File: src/rtl/tug_playfield_if.sv
// ============================================================================
// Module      : tug_playfield_if
// Description : Press inputs and playfield/score outputs of tug_playfield.
// Revision    : 1.0 - initial release
// ============================================================================
`default_nettype none

interface tug_playfield_if #(
    parameter int NUM_LIGHTS = 9,
    parameter int SCORE_W    = 3
);
    logic                  L;
    logic                  R;
    logic                  new_game;
    logic [NUM_LIGHTS-1:0] lights;
    logic [SCORE_W-1:0]    score_l;
    logic [SCORE_W-1:0]    score_r;
    logic                  point_l;
    logic                  point_r;
    logic [1:0]            winner;
    logic                  game_over;

    modport master (
        output L, R, new_game,
        input  lights, score_l, score_r, point_l, point_r, winner, game_over
    );

    modport slave (
        input  L, R, new_game,
        output lights, score_l, score_r, point_l, point_r, winner, game_over
    );
endinterface

`default_nettype wire

File: src/rtl/tug_playfield.sv
// ============================================================================
// Module      : tug_playfield
// Description : One-hot tug-of-war playfield with scoring and match end.
//               Optional serve gap after a point: TUG_PLAYFIELD_SERVE_DELAY_EN.
// Revision    : 1.0 - initial release
// ============================================================================
`default_nettype none

module tug_playfield #(
    parameter int NUM_LIGHTS   = 9,
    parameter int SCORE_W      = 3,
    parameter int WIN_SCORE    = 7,
    parameter int SERVE_CYCLES = 4
) (
    input  logic            clk,
    input  logic            reset,
    tug_playfield_if.slave  bus
);

    localparam logic [NUM_LIGHTS-1:0] c_center =
        {{(NUM_LIGHTS-1){1'b0}}, 1'b1} << ((NUM_LIGHTS-1)/2);
    localparam logic [SCORE_W-1:0] c_win = SCORE_W'(WIN_SCORE);

    if ((NUM_LIGHTS < 3) || (NUM_LIGHTS % 2 == 0) || (WIN_SCORE < 1) ||
        (WIN_SCORE > (2**SCORE_W) - 1) || (SERVE_CYCLES < 1)) begin : g_param_check
        $error("tug_playfield: illegal parameter combination");
    end

    typedef enum logic [1:0] {
        S_PLAY  = 2'd0,
`ifdef TUG_PLAYFIELD_SERVE_DELAY_EN
        S_SERVE = 2'd2,
`endif
        S_OVER  = 2'd1
    } state_t;

    state_t                r_state,     w_state_nxt;
    logic [NUM_LIGHTS-1:0] r_lights,    w_lights_nxt;
    logic [SCORE_W-1:0]    r_score_l,   w_score_l_nxt;
    logic [SCORE_W-1:0]    r_score_r,   w_score_r_nxt;
    logic                  r_point_l,   w_point_l_nxt;
    logic                  r_point_r,   w_point_r_nxt;
    logic [1:0]            r_winner,    w_winner_nxt;
    logic                  r_game_over, w_game_over_nxt;
    logic                  w_left, w_right, w_resume;

`ifdef TUG_PLAYFIELD_SERVE_DELAY_EN
    localparam int c_serve_w = $clog2(SERVE_CYCLES + 1);
    localparam logic [c_serve_w-1:0] c_serve_last = c_serve_w'(SERVE_CYCLES - 1);
    logic [c_serve_w-1:0] r_serve_cnt, w_serve_cnt_nxt;
`endif

    assign w_left  = bus.L & ~bus.R;
    assign w_right = bus.R & ~bus.L;

    always_ff @(posedge clk) begin
        if (reset) begin
            r_state     <= S_PLAY;
            r_lights    <= c_center;
            r_score_l   <= '0;
            r_score_r   <= '0;
            r_point_l   <= 1'b0;
            r_point_r   <= 1'b0;
            r_winner    <= 2'b00;
            r_game_over <= 1'b0;
`ifdef TUG_PLAYFIELD_SERVE_DELAY_EN
            r_serve_cnt <= '0;
`endif
        end else begin
            r_state     <= w_state_nxt;
            r_lights    <= w_lights_nxt;
            r_score_l   <= w_score_l_nxt;
            r_score_r   <= w_score_r_nxt;
            r_point_l   <= w_point_l_nxt;
            r_point_r   <= w_point_r_nxt;
            r_winner    <= w_winner_nxt;
            r_game_over <= w_game_over_nxt;
`ifdef TUG_PLAYFIELD_SERVE_DELAY_EN
            r_serve_cnt <= w_serve_cnt_nxt;
`endif
        end
    end

    always_comb begin
        w_state_nxt     = r_state;
        w_lights_nxt    = r_lights;
        w_score_l_nxt   = r_score_l;
        w_score_r_nxt   = r_score_r;
        w_point_l_nxt   = 1'b0;
        w_point_r_nxt   = 1'b0;
        w_winner_nxt    = r_winner;
        w_game_over_nxt = r_game_over;
        w_resume        = 1'b0;
`ifdef TUG_PLAYFIELD_SERVE_DELAY_EN
        w_serve_cnt_nxt = r_serve_cnt;
`endif

        case (r_state)
            S_PLAY: begin
                if (w_left && r_lights[NUM_LIGHTS-1]) begin
                    w_score_l_nxt = r_score_l + SCORE_W'(1);
                    w_point_l_nxt = 1'b1;
                    if (w_score_l_nxt == c_win) begin
                        w_state_nxt     = S_OVER;
                        w_lights_nxt    = '0;
                        w_winner_nxt    = 2'b10;
                        w_game_over_nxt = 1'b1;
                    end else begin
                        w_resume = 1'b1;
                    end
                end else if (w_left) begin
                    w_lights_nxt = r_lights << 1;
                end else if (w_right && r_lights[0]) begin
                    w_score_r_nxt = r_score_r + SCORE_W'(1);
                    w_point_r_nxt = 1'b1;
                    if (w_score_r_nxt == c_win) begin
                        w_state_nxt     = S_OVER;
                        w_lights_nxt    = '0;
                        w_winner_nxt    = 2'b01;
                        w_game_over_nxt = 1'b1;
                    end else begin
                        w_resume = 1'b1;
                    end
                end else if (w_right) begin
                    w_lights_nxt = r_lights >> 1;
                end
            end
`ifdef TUG_PLAYFIELD_SERVE_DELAY_EN
            S_SERVE: begin
                if (r_serve_cnt == c_serve_last) begin
                    w_state_nxt  = S_PLAY;
                    w_lights_nxt = c_center;
                end else begin
                    w_serve_cnt_nxt = r_serve_cnt + c_serve_w'(1);
                end
            end
`endif
            S_OVER: begin
                if (bus.new_game) begin
                    w_state_nxt     = S_PLAY;
                    w_lights_nxt    = c_center;
                    w_score_l_nxt   = '0;
                    w_score_r_nxt   = '0;
                    w_winner_nxt    = 2'b00;
                    w_game_over_nxt = 1'b0;
                end
            end
            default: begin
                w_state_nxt     = S_PLAY;
                w_lights_nxt    = c_center;
                w_score_l_nxt   = '0;
                w_score_r_nxt   = '0;
                w_winner_nxt    = 2'b00;
                w_game_over_nxt = 1'b0;
            end
        endcase

        // Non-winning point: either a blank serve gap or an immediate re-centre.
        if (w_resume) begin
`ifdef TUG_PLAYFIELD_SERVE_DELAY_EN
            w_state_nxt     = S_SERVE;
            w_lights_nxt    = '0;
            w_serve_cnt_nxt = '0;
`else
            w_lights_nxt    = c_center;
`endif
        end
    end

    assign bus.lights    = r_lights;
    assign bus.score_l   = r_score_l;
    assign bus.score_r   = r_score_r;
    assign bus.point_l   = r_point_l;
    assign bus.point_r   = r_point_r;
    assign bus.winner    = r_winner;
    assign bus.game_over = r_game_over;

endmodule

`default_nettype wire

File: src/flat_wrapper.sv
// flat-port wrapper written by rule: the top's interface ports become plain ports
module tug_playfield_flat 
#(
    parameter int NUM_LIGHTS   = 9,
    parameter int SCORE_W      = 3,
    parameter int WIN_SCORE    = 7,
    parameter int SERVE_CYCLES = 4
)
  (clk, reset, bus_L, bus_R, bus_new_game, bus_lights, bus_score_l, bus_score_r, bus_point_l, bus_point_r, bus_winner, bus_game_over);
  tug_playfield_if #(.NUM_LIGHTS(NUM_LIGHTS), .SCORE_W(SCORE_W)) bus_i ();
  input  logic clk;
  input  logic reset;
  input wire logic [$bits(bus_i.L)-1:0] bus_L;
  input wire logic [$bits(bus_i.R)-1:0] bus_R;
  input wire logic [$bits(bus_i.new_game)-1:0] bus_new_game;
  output wire logic [$bits(bus_i.lights)-1:0] bus_lights;
  output wire logic [$bits(bus_i.score_l)-1:0] bus_score_l;
  output wire logic [$bits(bus_i.score_r)-1:0] bus_score_r;
  output wire logic [$bits(bus_i.point_l)-1:0] bus_point_l;
  output wire logic [$bits(bus_i.point_r)-1:0] bus_point_r;
  output wire logic [$bits(bus_i.winner)-1:0] bus_winner;
  output wire logic [$bits(bus_i.game_over)-1:0] bus_game_over;
  assign bus_i.L = bus_L;
  assign bus_i.R = bus_R;
  assign bus_i.new_game = bus_new_game;
  assign bus_lights = bus_i.lights;
  assign bus_score_l = bus_i.score_l;
  assign bus_score_r = bus_i.score_r;
  assign bus_point_l = bus_i.point_l;
  assign bus_point_r = bus_i.point_r;
  assign bus_winner = bus_i.winner;
  assign bus_game_over = bus_i.game_over;
  tug_playfield #(.NUM_LIGHTS(NUM_LIGHTS), .SCORE_W(SCORE_W), .WIN_SCORE(WIN_SCORE), .SERVE_CYCLES(SERVE_CYCLES)) u_core (.clk(clk), .reset(reset), .bus(bus_i));
endmodule
File: config.mk
export PLATFORM = sky130hd
export DESIGN_NAME = tug_playfield_flat
export DESIGN_NICKNAME = d
export VERILOG_FILES = /design/src/rtl/tug_playfield_if.sv /design/src/rtl/tug_playfield.sv /design/src/flat_wrapper.sv
export SDC_FILE = /design/constraint.sdc
export NUM_CORES = 1
export LEC_CHECK = 0
export CORE_MARGIN = 1.5
export CORE_UTILIZATION = 45
export DETAILED_ROUTE_END_ITERATION = 8
export HOLD_SLACK_MARGIN = 0.05
export PLACE_DENSITY = 0.72
export SETUP_SLACK_MARGIN = 0.02
export SLEW_MARGIN = 0
export SYNTH_ARGS = -nofsm -noshare
export SYNTH_HDL_FRONTEND = slang
export SYNTH_SLANG_ARGS = --single-unit
File: constraint.sdc
create_clock -name clk -period 1.6 [get_ports clk]
set_input_delay 0.32 -clock clk [delete_from_list [all_inputs] [get_ports clk]]
set_output_delay 0.32 -clock clk [all_outputs]
set_load 0.02 [all_outputs]
# Word-level counts from Yosys, hierarchy flattened
# Cells that the tools add are included.
# Widths: inputs -> output; s select.
# word_totals
wordCells,79
input_bits,5
regBits,22
# classes
add_sub_neg,2
reduce_logical,10
n_bitwise,5
n_mux,40
n_eq_ne,14
# op_table
op,n
$mux 9,7
$pmux 9 s2,1
$mux 2,8
$mux 3,5
$mux 1,14
$pmux 3 s2,2
$pmux 2 s2,2
$reduce_and 4->1,2
$add 3x1->3 const B,2
$eq 3x3->1 const B,2
$ne 2x2->1 const B,3
$ne 3x1->1 const B,2
$ne 3x3->1 const B,2
$ne 5x1->1 const B,1
$ne 5x3->1 const B,1
$reduce_and 5->1,1
$ne 2x1->1 const B,2
$reduce_or 2->1,2
$reduce_or 4->1,1
$not 1->1,3
$and 1x1->1,2
$eq 2x1->1 const B,1
$logic_and 1x1->1,2
$logic_not 2->1,1
other kinds (2),2

# Logic depth before layout (Yosys ltp)
# logic_depth
word_depth,8
depth_mapped,7
depth_no_buf,6

# Worst setup path before layout
# Ideal clock, no wire load.
# synth_timing
kind,register to register
start,register u_core.r_score_r[0] (netlist: u_core.bus.score_r[0])
end,register u_core.r_lights[4] (netlist: u_core.bus.lights[4])
required_ns,1.479
path_stages_with_launch,7
path_slack_ns,-0.180
path_buffers,1
t_arrival_ns,1.659
path_cell_list,dfxtp_1 > ha_1 > xnor2_2 > o221ai_2 > o211ai_2 > buf_6 > mux2_4
# synth_between
elab_chain_len,8
word_cells_on_any_way,10
# synth_lines
item,line,text
from (decl),tug_playfield.sv:40,"logic [SCORE_W-1:0] r_score_r, w_score_r_nxt;"
from (signal assigned),tug_playfield.sv:73,r_score_r <= w_score_r_nxt;
$add 3x1->3 (*),tug_playfield.sv:114,w_score_r_nxt = r_score_r + SCORE_W'(1);
$eq 3x3->1 (*),tug_playfield.sv:116,if (w_score_r_nxt == c_win) begin
$mux 1,tug_playfield.sv:116,
$mux 1,tug_playfield.sv:113,end else if (w_right && r_lights[0]) begin
$mux 1,tug_playfield.sv:111,end else if (w_left) begin
$mux 1,tug_playfield.sv:100,if (w_left && r_lights[NUM_LIGHTS-1]) begin
$mux 1,tug_playfield.sv:98,case (r_state)
$reduce_or 2->1 (no line),n/a,
to (signal assigned),tug_playfield.sv:59,r_lights <= c_center;
to (signal assigned),tug_playfield.sv:71,r_lights <= w_lights_nxt;
to (decl),tug_playfield.sv:38,"logic [NUM_LIGHTS-1:0] r_lights, w_lights_nxt;"
# Every way passes the cells marked *; elsewhere a longest branch is shown, timed or not.
# A chain may end at the register's enable or synchronous reset.

# Final worst setup path
# layout_timing
start,register u_core.r_score_r[0] (netlist: u_core.bus.score_r[0])
end,register u_core.r_lights[7] (netlist: u_core.bus.lights[7])
# Same word-level chain as after synthesis.

==> flow_metrics.py <==
metrics = {
    "final_layout": {
        "antenna_cells": 0,
        "stdcell_count": 210,
        "areaGrowthSynthToFinish_pct": 42.2,
        "final_area_um2": 1750,
        "post-route-util": 0.692,
        "finalNetCount": 190,
        "drive_above_1_share": 0.294,
    },
    "sta": {
        "report.final.hold_viol_count": 0,
        "rsz0062_at_grt": "true",
        "timing.final.max_slew_violations": 0,
        "max-slew-margin-rel": 0.796,
        "finalSetupViolCount": 1,
        "final.setup.tns_ps": -5.19,
        "timing_worst_slew_pin_value_ps": 306,
        "hold_slack_ps": 506,
        "layout_min_cycle_time_ps": 1610,
        "fmaxAchievable_mhz": 623,
        "post-route-period-util": 1.00,
        "layout_setup_ws_ps": -5.19,
        "worst_case_clock_skew_ps": 6.09,
    },
    "setup_path": {
        "reg2regPathDepth": 6,
        "criticalPathCategory": "register to register",
        "rr_endpoint": "u_core.bus.lights[7]",
        "setup.worst_path.end": "u_core.bus.lights[7]",
        "type_of_destination_of_the_critical_path": "register",
        "critPathLaunchType": "register",
        "worst_ep_required_time_ps": 1830,
        "timing.reg2reg.setup_slack_ps": -5,
        "crit_path_max_fanout": 7,
        "critPathArrivalTime_ps": 1830,
        "startpoint": "u_core.bus.score_r[0]",
        "worst_r2r_startpoint": "u_core.bus.score_r[0]",
    },
    "route": {
        "drt-total-wl_mm": 3.42,
        "drtIter0Drc": 36,
        "viasPerCell": 5.89,
        "drt-pass1-iter-count": 4,
        "routed_wire_length_per_instance_um": 16.3,
        "detail-route-antenna-nets": 0,
        "drc": 0,
        "routed-via-count": 1237,
    },
    "placed_design": {
        "dp.cells": 203,
        "dpl-instance-area_um2": 1670,
        "place_worst_setup_slack_ps": -486,
        "gpl.final_weighted_congestion": 0.814,
        "placement.io_buffers": 24,
        "dp_hpwl_mm": 2.44,
    },
    "job": {
        "timing.max_cap.violations": 0,
    },
    "global_route": {
        "groute.usage.overall": 0.222,
        "grt_pass1_wl_mm": 5.48,
        "grt_antenna_before_repair": 0,
        "gr-total-overflow": 0,
        "grt_max_degree": 16,
        "number_of_global_route_vias_before_repair": 1150,
    },
    "synthesis": {
        "synth-edff-count": 0,
        "post_synth_arst_share": 0,
        "avgSynthCellArea_um2": 9.16,
        "synthesis.instances": 134,
        "seq_area_frac_synth": 0.326,
        "ys_types": 41,
        "synth.largest_area_cell": "sky130_fd_sc_hd__dfxtp_1",
        "yosys_register_bits": 20,
        "synth.top_cell.area_share": 0.326,
        "synthesis.nets": 143,
        "synth-main-ff-cell": "sky130_fd_sc_hd__dfxtp_1",
        "yosys_warnings": 0,
        "post_synth_instance_area_um2": 1230,
        "post_synth_main_area_contributors": "sky130_fd_sc_hd__dfxtp_1, sky130_fd_sc_hd__mux2i_1, sky130_fd_sc_hd__nand4b_1",
    },
    "clock_network": {
        "clk_pin_slew_ps": 110,
        "cts_max_path_buffers": 2,
        "cts_tree": "done",
        "cts.root.buffer_cell": "sky130_fd_sc_hd__clkbuf_4",
        "htree_num_levels": 1,
        "cts_buffers": 3,
        "worstSkewPairLatency_ps": 300,
        "clock_sink_count": 20,
    },
    "power": {
        "vdd.ir_drop.worst_uv": 522,
        "power.static_leakage_nw": 0.804,
        "power_mw": 0.887,
        "power_density_nw_per_um2": 508,
    },
    "floorplan": {
        "core_um2": 2520,
        "floorplan.initialDensity": 0.487,
        "ios": 25,
        "die_w_um": 55.2,
        "die-height_um": 55.2,
        "die_area_um2": 3050,
        "placementRows": 18,
    },
    "worst_hold_path": {
        "holdCritPathClass": "register to register",
    },
    "status": {
        "run_status": "finished, violations left",
        "failed_checks": "negative setup slack",
    },
}
sequential cells by signal, summed over array words and instances (netlist names):
signal,flops
u_core.bus.lights,9
u_core.bus.score_l,3
u_core.bus.score_r,3
u_core.bus.winner,2
u_core.bus.point_l,1
u_core.bus.point_r,1
u_core.r_state,1
layout by cell type, fill, tap and decap left out, types with 4 or more instances in the layout:
cell	count
sky130_fd_sc_hd__and3_1	4
sky130_fd_sc_hd__nand2_1	8
sky130_fd_sc_hd__mux2i_1	7
sky130_fd_sc_hd__and2_1	6
sky130_fd_sc_hd__dfxtp_2	5
sky130_fd_sc_hd__a21oi_1	7
sky130_fd_sc_hd__nand3_1	4
sky130_fd_sc_hd__nor2_1	8
sky130_fd_sc_hd__dlygate4sd2_1	19
sky130_fd_sc_hd__dfxtp_1	14
sky130_fd_sc_hd__buf_4	25
sky130_fd_sc_hd__o211ai_1	5
sky130_fd_sc_hd__nand4b_1	8
sky130_fd_sc_hd__inv_1	4
sky130_fd_sc_hd__nor3_1	4
power breakdown:
group	internal (mW)	switching [mW]
Clock	0.0970	0.151
Sequential	0.504	0.00864
Combinational	0.0663	0.0606
Total	0.667	0.220
routing by layer:
layer	vias up	track usage	wire [um]
li1	590	-	-
met1	601	0.289	1530
met2	40	0.374	1670
met3	6	0.0304	175
met4	0	0.0801	43
met5	-	0	0
synth_stat cells, types with 3 or more instances:
| master | count |
|---|---|
| sky130_fd_sc_hd__and3_1 | 4 |
| sky130_fd_sc_hd__nor3_1 | 4 |
| sky130_fd_sc_hd__nor2_1 | 8 |
| sky130_fd_sc_hd__ha_1 | 4 |
| sky130_fd_sc_hd__inv_1 | 5 |
| sky130_fd_sc_hd__mux2i_1 | 7 |
| sky130_fd_sc_hd__a21oi_1 | 7 |
| sky130_fd_sc_hd__nand2_1 | 8 |
| sky130_fd_sc_hd__nand4b_1 | 8 |
| sky130_fd_sc_hd__o21ai_0 | 3 |
| sky130_fd_sc_hd__o211ai_1 | 5 |
| sky130_fd_sc_hd__dfxtp_1 | 20 |
| sky130_fd_sc_hd__a311oi_1 | 4 |
| sky130_fd_sc_hd__clkbuf_1 | 4 |
| sky130_fd_sc_hd__and2_1 | 6 |
| sky130_fd_sc_hd__nand3_1 | 4 |
final cells by class:
class	count	area, um^2
Tap cell	30	37.5
Timing Repair Buffer	50	420
Multi-Input combinational cell	101	832
Sequential cell	20	410
Inverter	5	18.8
Fill cell	215	777
Clock buffer	4	26.3
how the worst min path moves through the flow:
| stage | startpoint | to | cells past startpoint |
|---|---|---|---|
| global placement | u_core.bus.score_l[0] | u_core.bus.score_l[0] | 2 |
| global route | u_core.bus.score_l[0] | u_core.bus.score_l[0] | 2 |
| detailed placement | u_core.bus.score_l[0] | u_core.bus.score_l[0] | 2 |
| CTS | u_core.bus.score_l[0] | u_core.bus.score_l[0] | 2 |
| finish | u_core.bus.score_l[0] | u_core.bus.score_l[0] | 2 |
| floorplan | reset | u_core.bus.lights[0] | 2 |
critical path, cell delays in order, from the launching register on:
cell and delay, ps:
sky130_fd_sc_hd__dfxtp_4 380, sky130_fd_sc_hd__ha_4 180, sky130_fd_sc_hd__xnor2_4 180, sky130_fd_sc_hd__o221ai_2 130
sky130_fd_sc_hd__o211ai_2 250, sky130_fd_sc_hd__buf_6 200, sky130_fd_sc_hd__mux2i_1 220
cell families after synthesis:
kind of cell	count (synthesis)	share of synthesized area
XOR/XNOR	2	0.0204
AND/OR/NAND/NOR	58	0.302
flip-flops	20	0.326
adder cells (fa/ha/maj)	4	0.0408
multiplexers	9	0.0785
buffers and inverters	13	0.0540
AO/OA/AOI/OAI	28	0.178
what timing repair did:
action,in CTS,in global routing
gates resized for setup,22,9
endpoints found under the hold margin,0,0
gates cloned,0,0
hold buffers,0,0
setup buffers,3,0
pin swaps,5,4
setup endpoints to repair,29,13
Power figures use the tool's default switching activity.
